<file path="config.mk">
export PLATFORM = sky130hd
export DESIGN_NAME = instr_output_sink
export DESIGN_NICKNAME = d
export VERILOG_FILES = /design/src/rtl/instr_pkg.sv /design/src/rtl/instr_stamp_fifo.sv /design/src/rtl/instr_output_sink.sv
export SDC_FILE = /design/constraint.sdc
export NUM_CORES = 1
export LEC_CHECK = 0
export CAP_MARGIN = 20
export CORE_ASPECT_RATIO = 2
export CORE_MARGIN = 5
export CORE_UTILIZATION = 68
export DETAILED_ROUTE_END_ITERATION = 10
export DONT_BUFFER_PORTS = 1
export PLACE_DENSITY = 0.81
export SLEW_MARGIN = 10
export SYNTH_ARGS = -nofsm -noshare
export SYNTH_HDL_FRONTEND = slang
export SYNTH_SLANG_ARGS = --single-unit
export TNS_END_PERCENT = 100
</file>
<file path="constraint.sdc">
create_clock -name ap_clk -period 7.5 [get_ports ap_clk]
set_input_delay 0.75 -clock ap_clk [delete_from_list [all_inputs] [get_ports ap_clk]]
set_output_delay 0.75 -clock ap_clk [all_outputs]
set_load 0.05 [all_outputs]
</file>
<file path="src/rtl/instr_pkg.sv">
// Shared widths, the checksum record and the per-word fold/rotate used by the
// output-side instrumentation sink.
package instr_pkg;

    localparam int CSUM_W = 24;
    localparam int IDX_W  = 8;
    localparam int CNT_W  = 32;

    // Eleven 24-bit chunks cover the widest supported output word (256 bits).
    localparam int FOLD_CHUNKS = 11;
    localparam int FOLD_MAX_W  = FOLD_CHUNKS * CSUM_W;

    typedef struct packed {
        logic [IDX_W-1:0]  idx;
        logic [CSUM_W-1:0] csum;
    } checksum_t;

    function automatic logic [CSUM_W-1:0] fold_word(input logic [FOLD_MAX_W-1:0] data);
        logic [CSUM_W-1:0] acc;
        acc = '0;
        for (int i = 0; i < FOLD_CHUNKS; i++) begin
            acc = acc ^ data[i*CSUM_W +: CSUM_W];
        end
        return acc;
    endfunction

    function automatic logic [CSUM_W-1:0] csum_step(input logic [CSUM_W-1:0] acc,
                                                    input logic [FOLD_MAX_W-1:0] data);
        return {acc[CSUM_W-2:0], acc[CSUM_W-1]} ^ fold_word(data);
    endfunction

endpackage

</file>
<file path="src/rtl/instr_stamp_fifo.sv">
// Timestamp FIFO between input frame starts and output frame first words.
// Pointers carry an extra MSB so full and empty are distinguishable.
module instr_stamp_fifo
    import instr_pkg::*;
#(
    parameter int DEPTH = 16
) (
    input  logic             ap_clk,
    input  logic             ap_rst,
    input  logic             i_push,
    input  logic [CNT_W-1:0] i_data,
    input  logic             i_pop,
    output logic [CNT_W-1:0] o_data,
    output logic             o_full,
    output logic             o_empty
);

    localparam int          AW      = $clog2(DEPTH);
    localparam logic [AW:0] PTR_ONE = (AW+1)'(1);

    logic [CNT_W-1:0] r_mem [DEPTH];
    logic [AW:0]      r_wr_ptr;
    logic [AW:0]      r_rd_ptr;
    logic             w_do_push;
    logic             w_do_pop;

    assign o_empty   = (r_wr_ptr == r_rd_ptr);
    assign o_full    = (r_wr_ptr[AW] != r_rd_ptr[AW]) &&
                       (r_wr_ptr[AW-1:0] == r_rd_ptr[AW-1:0]);
    assign w_do_push = i_push && !o_full;
    assign w_do_pop  = i_pop && !o_empty;
    assign o_data    = r_mem[r_rd_ptr[AW-1:0]];

    // NOTE: the storage array is deliberately not reset; the pointers alone define
    // which entries are valid, which keeps the array mappable onto plain RAM.
    always_ff @(posedge ap_clk) begin
        if (w_do_push) begin
            r_mem[r_wr_ptr[AW-1:0]] <= i_data;
        end
    end

    always_ff @(posedge ap_clk) begin
        if (ap_rst) begin
            r_wr_ptr <= '0;
            r_rd_ptr <= '0;
        end else begin
            if (w_do_push) begin
                r_wr_ptr <= r_wr_ptr + PTR_ONE;
            end
            if (w_do_pop) begin
                r_rd_ptr <= r_rd_ptr + PTR_ONE;
            end
        end
    end

endmodule

</file>
<file path="src/rtl/instr_output_sink.sv">
// Output-side instrumentation sink: always-ready stream consumer that reports
// frame count, start-to-output latency, frame interval and a tagged checksum.
module instr_output_sink
    import instr_pkg::*;
#(
    parameter int OUT_WIDTH   = 8,
    parameter int FRAME_WORDS = 4,
    parameter int STAMP_DEPTH = 16
) (
    input  logic                 ap_clk,
    input  logic                 ap_rst,
    input  logic                 enable,
    input  logic                 in_start,
    input  logic [OUT_WIDTH-1:0] s_axis_tdata,
    input  logic                 s_axis_tvalid,
    output logic                 s_axis_tready,
    output logic [31:0]          status_o,
    output logic [31:0]          latency,
    output logic [31:0]          interval,
    output logic [31:0]          checksum,
    output logic                 stamp_ovf,
    output logic                 stamp_udf
);

    localparam int               WCNT_W   = (FRAME_WORDS > 1) ? $clog2(FRAME_WORDS) : 1;
    localparam logic [WCNT_W-1:0] WORD_LAST = WCNT_W'(FRAME_WORDS - 1);
    localparam logic [WCNT_W-1:0] WORD_ONE  = WCNT_W'(1);
    localparam logic [CNT_W-1:0]  CNT_ONE   = CNT_W'(1);
    localparam logic [IDX_W-1:0]  IDX_ONE   = IDX_W'(1);

    logic [CNT_W-1:0]  r_now;
    logic [WCNT_W-1:0] r_word_cnt;
    logic [CSUM_W-1:0] r_csum_acc;
    logic [IDX_W-1:0]  r_frame_idx;
    logic [CNT_W-1:0]  r_last_end;
    logic              r_have_prev;
    logic [CNT_W-1:0]  r_status;
    logic [CNT_W-1:0]  r_latency;
    logic [CNT_W-1:0]  r_interval;
    checksum_t         r_checksum;
    logic              r_stamp_ovf;
    logic              r_stamp_udf;

    logic                  w_accept;
    logic                  w_first;
    logic                  w_last;
    logic [FOLD_MAX_W-1:0] w_data_ext;
    logic [CSUM_W-1:0]     w_csum_next;
    logic [CNT_W-1:0]      w_fifo_data;
    logic                  w_fifo_full;
    logic                  w_fifo_empty;

    assign s_axis_tready = enable;
    assign w_accept      = s_axis_tvalid && enable;
    assign w_first       = w_accept && (r_word_cnt == '0);
    assign w_last        = w_accept && (r_word_cnt == WORD_LAST);
    assign w_data_ext    = FOLD_MAX_W'(s_axis_tdata);
    assign w_csum_next   = csum_step(r_csum_acc, w_data_ext);

    instr_stamp_fifo #(
        .DEPTH (STAMP_DEPTH)
    ) u_stamp_fifo (
        .ap_clk  (ap_clk),
        .ap_rst  (ap_rst),
        .i_push  (in_start),
        .i_data  (r_now),
        .i_pop   (w_first),
        .o_data  (w_fifo_data),
        .o_full  (w_fifo_full),
        .o_empty (w_fifo_empty)
    );

    // NOTE: non-blocking assignments throughout, so every decision below sees the
    // values held before this edge regardless of statement order.
    always_ff @(posedge ap_clk) begin
        if (ap_rst) begin
            r_now       <= '0;
            r_word_cnt  <= '0;
            r_csum_acc  <= '0;
            r_frame_idx <= '0;
            r_last_end  <= '0;
            r_have_prev <= 1'b0;
            r_status    <= '0;
            r_latency   <= '0;
            r_interval  <= '0;
            r_checksum  <= '0;
            r_stamp_ovf <= 1'b0;
            r_stamp_udf <= 1'b0;
        end else begin
            r_now <= r_now + CNT_ONE;

            if (in_start && w_fifo_full) begin
                r_stamp_ovf <= 1'b1;
            end

            // An empty FIFO leaves latency untouched; a same-cycle stamp is queued, not used.
            if (w_first) begin
                if (w_fifo_empty) begin
                    r_stamp_udf <= 1'b1;
                end else begin
                    r_latency <= r_now - w_fifo_data;
                end
            end

            if (w_accept) begin
                if (w_last) begin
                    r_word_cnt  <= '0;
                    r_csum_acc  <= '0;
                    r_checksum  <= '{idx: r_frame_idx, csum: w_csum_next};
                    r_frame_idx <= r_frame_idx + IDX_ONE;
                    r_status    <= r_status + CNT_ONE;
                    r_last_end  <= r_now;
                    r_have_prev <= 1'b1;
                    if (r_have_prev) begin
                        r_interval <= r_now - r_last_end;
                    end
                end else begin
                    r_word_cnt <= r_word_cnt + WORD_ONE;
                    r_csum_acc <= w_csum_next;
                end
            end
        end
    end

    assign status_o  = r_status;
    assign latency   = r_latency;
    assign interval  = r_interval;
    assign checksum  = r_checksum;
    assign stamp_ovf = r_stamp_ovf;
    assign stamp_udf = r_stamp_udf;

endmodule

</file>
==> results.cfg, run 1 <==
[floorplan]
num_rows = 112
initial_core_util = 0.682
io_pins = 144
dieArea_sq_um = 51200
core_area_sq_um = 46400
die_x_um = 163
die_h_um = 315

[power_and_ir_drop]
peakVddDrop_v = 0.000228
power_density_nw_per_um2 = 240
power_leakage_nw = 11.7

[grt]
grtUsageMet3 = 0.0500
grt_start_max_net_pins = 227
grt_first_pass_wirelength_um = 120000
gr-usage-met2 = 0.538
overflow = 0
antenna_found_initial = 1
grtUsageMet1 = 0.394
grtUsageTotal = 0.312
grt_pass1_vias = 19700
top_usage_layer = met2

[clock_tree]
clk_latency_ps = 620
hold_buffers = 0
clockRootBuffer = clkbuf_16
clockBufferDepth = 3
cts_resized = 0
clk_pin_slew_worst_paths_ps = 70
cts_tree = yes
postCtsSetupRepairBufs = 0
cts_sinks = 755
cts_buffers = 60
htree_levels = 2

[yosys]
synth_mux_area_frac = 0.114
synth_xor_xnor_area_share = 0.0346
syn_avg_cell_area_sq_um = 13.8
synth-compound-area-share = 0.0678
ys_seq_area_frac = 0.639
yosysUniqueCellTypes = 67
syn_nets = 2388
synth_area_sq_um = 31700
synth-main-ff-cell = edfxtp_1
ys_async_sr_fraction = 0
synthAdderAreaFrac = 0.0305
synth_warnings = 0
synth_top_family_by_area = multiplexers
synth_cells = 2299
synth_seq_cells = 755
synth-edff-count = 512
yosys.area_share.simple = 0.0897

[setup_path]
worst_ep_arrival_time_ps = 5790
crit_required_ps = 7990
cp_max_fo = 43
crit_type = reg -> reg
crit_path_end_kind = flop
startpoint_type = flop

[placement]
dpl.cell_count = 2867
dp_hpwl_um = 43900
io_buffers = 0
routabilityCongestion = 0.929
placed_cell_area_sq_um = 32500

[final_layout]
final_area_sq_um = 34600
area_growth_pct = 9.47
nets = 2391
fin_util = 0.747
fin_cells = 2981
final_layout_size_suffix_gt1_frac = 0.145
antennaDiodeCount = 0

[timing]
fmax_mhz = 189
period_share = 0.706
slew_headroom = 0.338
setup_viol = 0
timing.hold.ws_ps = 203
slew_viol_final = 0
fin_crit_ps = 5290
rsz0062_at_grt = false
finalHoldViolations = 0
worstMarginPinSlew_ps = 992
setup_tns_ps = 0
fin_skew_ps = 16.7

[run]
cap_violations = 0

[route]
drc = 0
drt_iter0_markers = 2522
vias = 19500
totalWireLength_um = 79800
ant_nets = 0
first_pass_iters = 8
routedWlPerCell_um = 26.8
post_drt_via_cell_ratio = 6.56

[worst_hold_path]
worstHoldPathType = in -> reg

[status]
status = finished, final reports clean
worst paths after layout:
path                 start             end  slack [ps]  cells after the start
min                 ap_rst  r_csum_acc[15]         200                      1
max reg2reg           flop     latency[31]        2210                     14
min reg2reg  r_last_end[3]   r_last_end[3]         450                      2
max                   flop     latency[31]        2210                     14
synth_stat cells, types with 3 or more instances:
library cell	n	area share
mux4_2	160	0.11
and3_1	19	0.0038
and2_1	10	0.0020
inv_1	82	0.0097
nor3b_1	18	0.0043
or2_2	3	0.00059
or3_1	16	0.0032
nor4_1	3	0.00059
edfxtp_1	512	0.49
o211ai_1	3	0.00071
or4_1	6	0.0014
buf_1	14	0.0017
a21o_1	33	0.0078
o21ai_0	48	0.0076
nand4_1	22	0.0043
a21oi_1	179	0.028
nand2_1	289	0.034
nor2b_1	12	0.0024
a31oi_1	12	0.0024
ha_1	74	0.029
nor3_1	22	0.0035
a211oi_1	19	0.0045
nand2b_1	9	0.0018
buf_2	11	0.0017
o21a_1	9	0.0021
a41oi_1	3	0.00083
o2111ai_1	5	0.0014
xnor2_1	62	0.017
nand3_1	47	0.0074
dfxtp_1	243	0.15
a211o_1	3	0.00083
xor2_1	63	0.017
and4_1	5	0.0014
nor2_1	147	0.017
clkbuf_1	84	0.010
a31o_2	3	0.00083
o21bai_1	14	0.0033
layout make-up:
cell class	instances	area, sq um
Inverter	83	312
Multi-Input combinational cell	1350	10800
Clock inverter	27	324
Tap cell	627	785
Sequential cell	755	20200
Fill cell	2705	11700
Clock buffer	87	1780
Timing Repair Buffer	52	415
power breakdown:
group | leakage (nW) | total, mW | switching (mW) | internal [mW]
registers | 6.73 | 4.53 | 0.0824 | 4.45
logic | 3.94 | 0.430 | 0.238 | 0.192
clock network | 1.02 | 3.36 | 1.47 | 1.89
per-stage QoR:
stage,setup WS (ps),power (mW)
2_1_floorplan,3170,4.94
3_3_place_gp,2640,5.02
3_5_place_dp,2470,5.03
4_1_cts,2300,8.34
5_1_grt,1930,8.56
6_report,2210,8.32
cells in the final DEF, fill, tap and decap left out, drive strengths merged, types with 16 or more instances in the layout:
cell type  Yosys  final
a21oi        179    179
a211oi        19     19
a21o          33     33
o21ai         49     49
ha            74     74
buf           27     52
inv           82     85
mux4         160    160
nor3          23     23
and3          20     20
xor2          63     63
clkbuf        84     87
edfxtp       512    512
nand3         47     47
xnor2         62     62
dfxtp        243    243
or3           16     16
nor2         147    147
nand2        289    289
nand4         22     22
nor3b         18     18
registers in the layout, summed over array words and instances, names as in the netlist, named ones only:
name                   count
interval                  32
r_frame_idx                8
u_stamp_fifo.r_rd_ptr      5
r_have_prev                1
latency                   32
r_csum_acc                24
stamp_ovf                  1
status_o                  32
stamp_udf                  1
u_stamp_fifo.r_mem       512
r_word_cnt                 2
u_stamp_fifo.r_wr_ptr      5
r_last_end                32
r_now                     32
checksum                  32
critical path, cell delays in order, from the launching register on:
cell and delay, ps:
dfxtp_4 950, buf_4 560, mux4_2 580, mux4_2 460, inv_1 100, ha_1 330, o21ai_1 200, a21oi_1 110
or3b_1 390, a31oi_1 280, a211oi_1 150, o21ai_0 530, o21ai_0 230, xnor2_1 180, o21ai_0 80
metal layers:
layer	up-vias	routed length, um
li1	8526	-
met1	9620	27600
met2	1106	41100
met3	289	6850
met4	2	4150
met5	-	13
kinds of logic after synthesis:
family,count (synthesis)
buffers and inverters,194
AO/OA/AOI/OAI,355
XOR/XNOR,125
flip-flops,755
multiplexers,161
adder cells (fa/ha/maj),76
AND/OR/NAND/NOR,633
Power figures use the tool's default switching activity.
==> inputs of run 2 (changes only) <==
Settings changed: CORE_UTILIZATION 68 to 63, PLACE_DENSITY 0.81 to 0.76.
Clock period 7.5 ns to 4.92 ns, I/O delays scaled along.
==> results.cfg, run 2 (same netlist as run 1, synthesis figures left out) <==
[setup_path]
crit_required_ps = 5450
max_stage_delay_ps = 820
startpoint_type = flop
critPathMostFrequentCell = mux4_2
crit_type = reg -> reg
cp_max_fo = 44
r2r_cells = 14
worst_ep_arrival_time_ps = 5040
r2r-end = latency[16]
slowest_stage = dfxtp_4
crit_path_end_kind = flop
path_cells = mux4_2 > mux4_2 > ha_1 > inv_1 > fa_1 > a211oi_1 > o21bai_1 > a21o_1 > a31oi_1 > nor3_1 > a311o_1 > xor2_1 > nand2_1 > a21oi_1
rrSetupSlack_ps = 410

[grt]
overflow = 0
grtUsageMet1 = 0.326
antenna_found_initial = 0
grt_pass1_vias = 19300
grtUsageMet3 = 0.0518
gr-usage-met2 = 0.496
top_usage_layer = met2
grt_start_max_net_pins = 209
grtUsageTotal = 0.272
grt_first_pass_wirelength_um = 115000

[timing]
timing.hold.ws_ps = 61.9
fin_skew_ps = 25.4
period_share = 0.916
rsz0062_at_grt = false
worst_slack_ps = 412
finalHoldViolations = 0
fin_crit_ps = 4510
setup_tns_ps = 0
worstMarginPinSlew_ps = 1060
setup_viol = 0
slew_viol_final = 0
slew_headroom = 0.296
fmax_mhz = 222

[floorplan]
num_rows = 116
die_x_um = 168
die_h_um = 327
core_area_sq_um = 49900
io_pins = 144
dieArea_sq_um = 55100
initial_core_util = 0.634

[placement]
placed_cell_area_sq_um = 32700
dpl.cell_count = 2896
routabilityCongestion = 0.918
io_buffers = 0
dp_slack_ps = 429
dp_hpwl_um = 47100

[worst_hold_path]
min_path_cells = 2
min-delay-start = s_axis_tvalid
worstHoldPathType = in -> reg
hold_end = r_word_cnt[1]

[route]
totalWireLength_um = 75100
first_pass_iters = 7
drc = 0
post_drt_via_cell_ratio = 6.32
drt_iter0_markers = 1408
routedWlPerCell_um = 25.0
ant_nets = 0
vias = 19000

[final_layout]
nFillCells = 3316
nets = 2399
final_area_sq_um = 34700
regArea_sq_um = 20200
fin_cells = 3007
final_common_cell = edfxtp_1
area_growth_pct = 9.51
final_layout_size_suffix_gt1_frac = 0.145
multi_input_area_sq_um = 10800
largest_register_ffs = 512
final_cell_mix = edfxtp_1 (512), nand2_1 (289), dfxtp_1 (239)
antennaDiodeCount = 0

[run]
cap_violations = 0

[power_and_ir_drop]
peakVddDrop_v = 0.000301
power_leakage_nw = 11.7
power_density_nw_per_um2 = 360

[clock_tree]
postCtsSetupRepairBufs = 0
cts_sinks = 755
cts_tree = yes
clockRootBuffer = clkbuf_16
cts_buffers = 59
clockBufferDepth = 3
htree_levels = 2
clk_pin_slew_worst_paths_ps = 70
clk_latency_ps = 620

[status]
status = finished, final reports clean
-- run 2: cell types whose count changed in the layout (fill, tap and decap cells not counted) --
cell | before | now
clkinv_2 | 4 | 14
clkbuf_8 | 11 | 3
clkbuf_1 | 13 | 7
clkinv_1 | 9 | 15
buf_4 | 50 | 55
inv_6 | 3 | 0
buf_12 | 2 | 4
clkinv_4 | 2 | 0
dlygate4sd3_1 | 0 | 2
bufinv_16 | 7 | 8
clkbuf_16 | 63 | 62
clkinvlp_2 | 1 | 0
clkinvlp_4 | 2 | 1
-- run 2: critical path, delay by kind of cell, from the launching register on --
family | cells | cell delay, ps
flip-flops | 1 | 820
AO/OA/AOI/OAI | 6 | 1870
buffers and inverters | 1 | 70
adder cells (fa/ha/maj) | 2 | 620
XOR/XNOR | 1 | 140
multiplexers | 2 | 620
AND/OR/NAND/NOR | 2 | 210
-- run 2: metal layers --
| layer | vias up | wire length (um) |
|---|---|---|
| li1 | 8543 | - |
| met1 | 9512 | 26300 |
| met2 | 809 | 40400 |
| met3 | 135 | 6010 |
| met4 | 0 | 2390 |
| met5 | - | 0 |
-- run 2: how the worst max path moves through the flow --
stage	startpoint	end	slack, ps	depth (start not counted)
final	flop	latency[16]	410	14
after detailed placement	flop	latency[31]	430	13
after CTS	flop	latency[31]	380	13
after floorplan	flop	latency[29]	590	17
after global placement	flop	latency[31]	550	14
after global routing	flop	latency[31]	100	14
-- run 2: layout make-up --
cell class / count / area share
clock inverters: 37 / 0.0107
repair buffers: 61 / 0.0148
multi-input cells: 1350 / 0.311
clock buffers: 72 / 0.0467
well taps: 649 / 0.0234
flip-flops and latches: 755 / 0.584
inverters: 83 / 0.00899
-- run 2: what timing repair did --
action                    CTS  global route
hold endpoints to repair   19             0
hold buffers                2             0
gates resized for setup     0             0
-- run 2: power breakdown --
| part | switching, mW | internal [mW] | leakage [nW] |
|---|---|---|---|
| Clock | 2.19 | 2.75 | 0.984 |
| Sequential | 0.117 | 6.78 | 6.73 |
| Combinational | 0.354 | 0.303 | 3.99 |
-- run 2: metrics by stage --
stage               total power, mW   util
CTS                            12.6  0.694
floorplan                      7.52      -
finish                         12.5  0.694
global route                   12.9  0.694
global placement               7.67  0.654
detailed placement             7.69  0.654
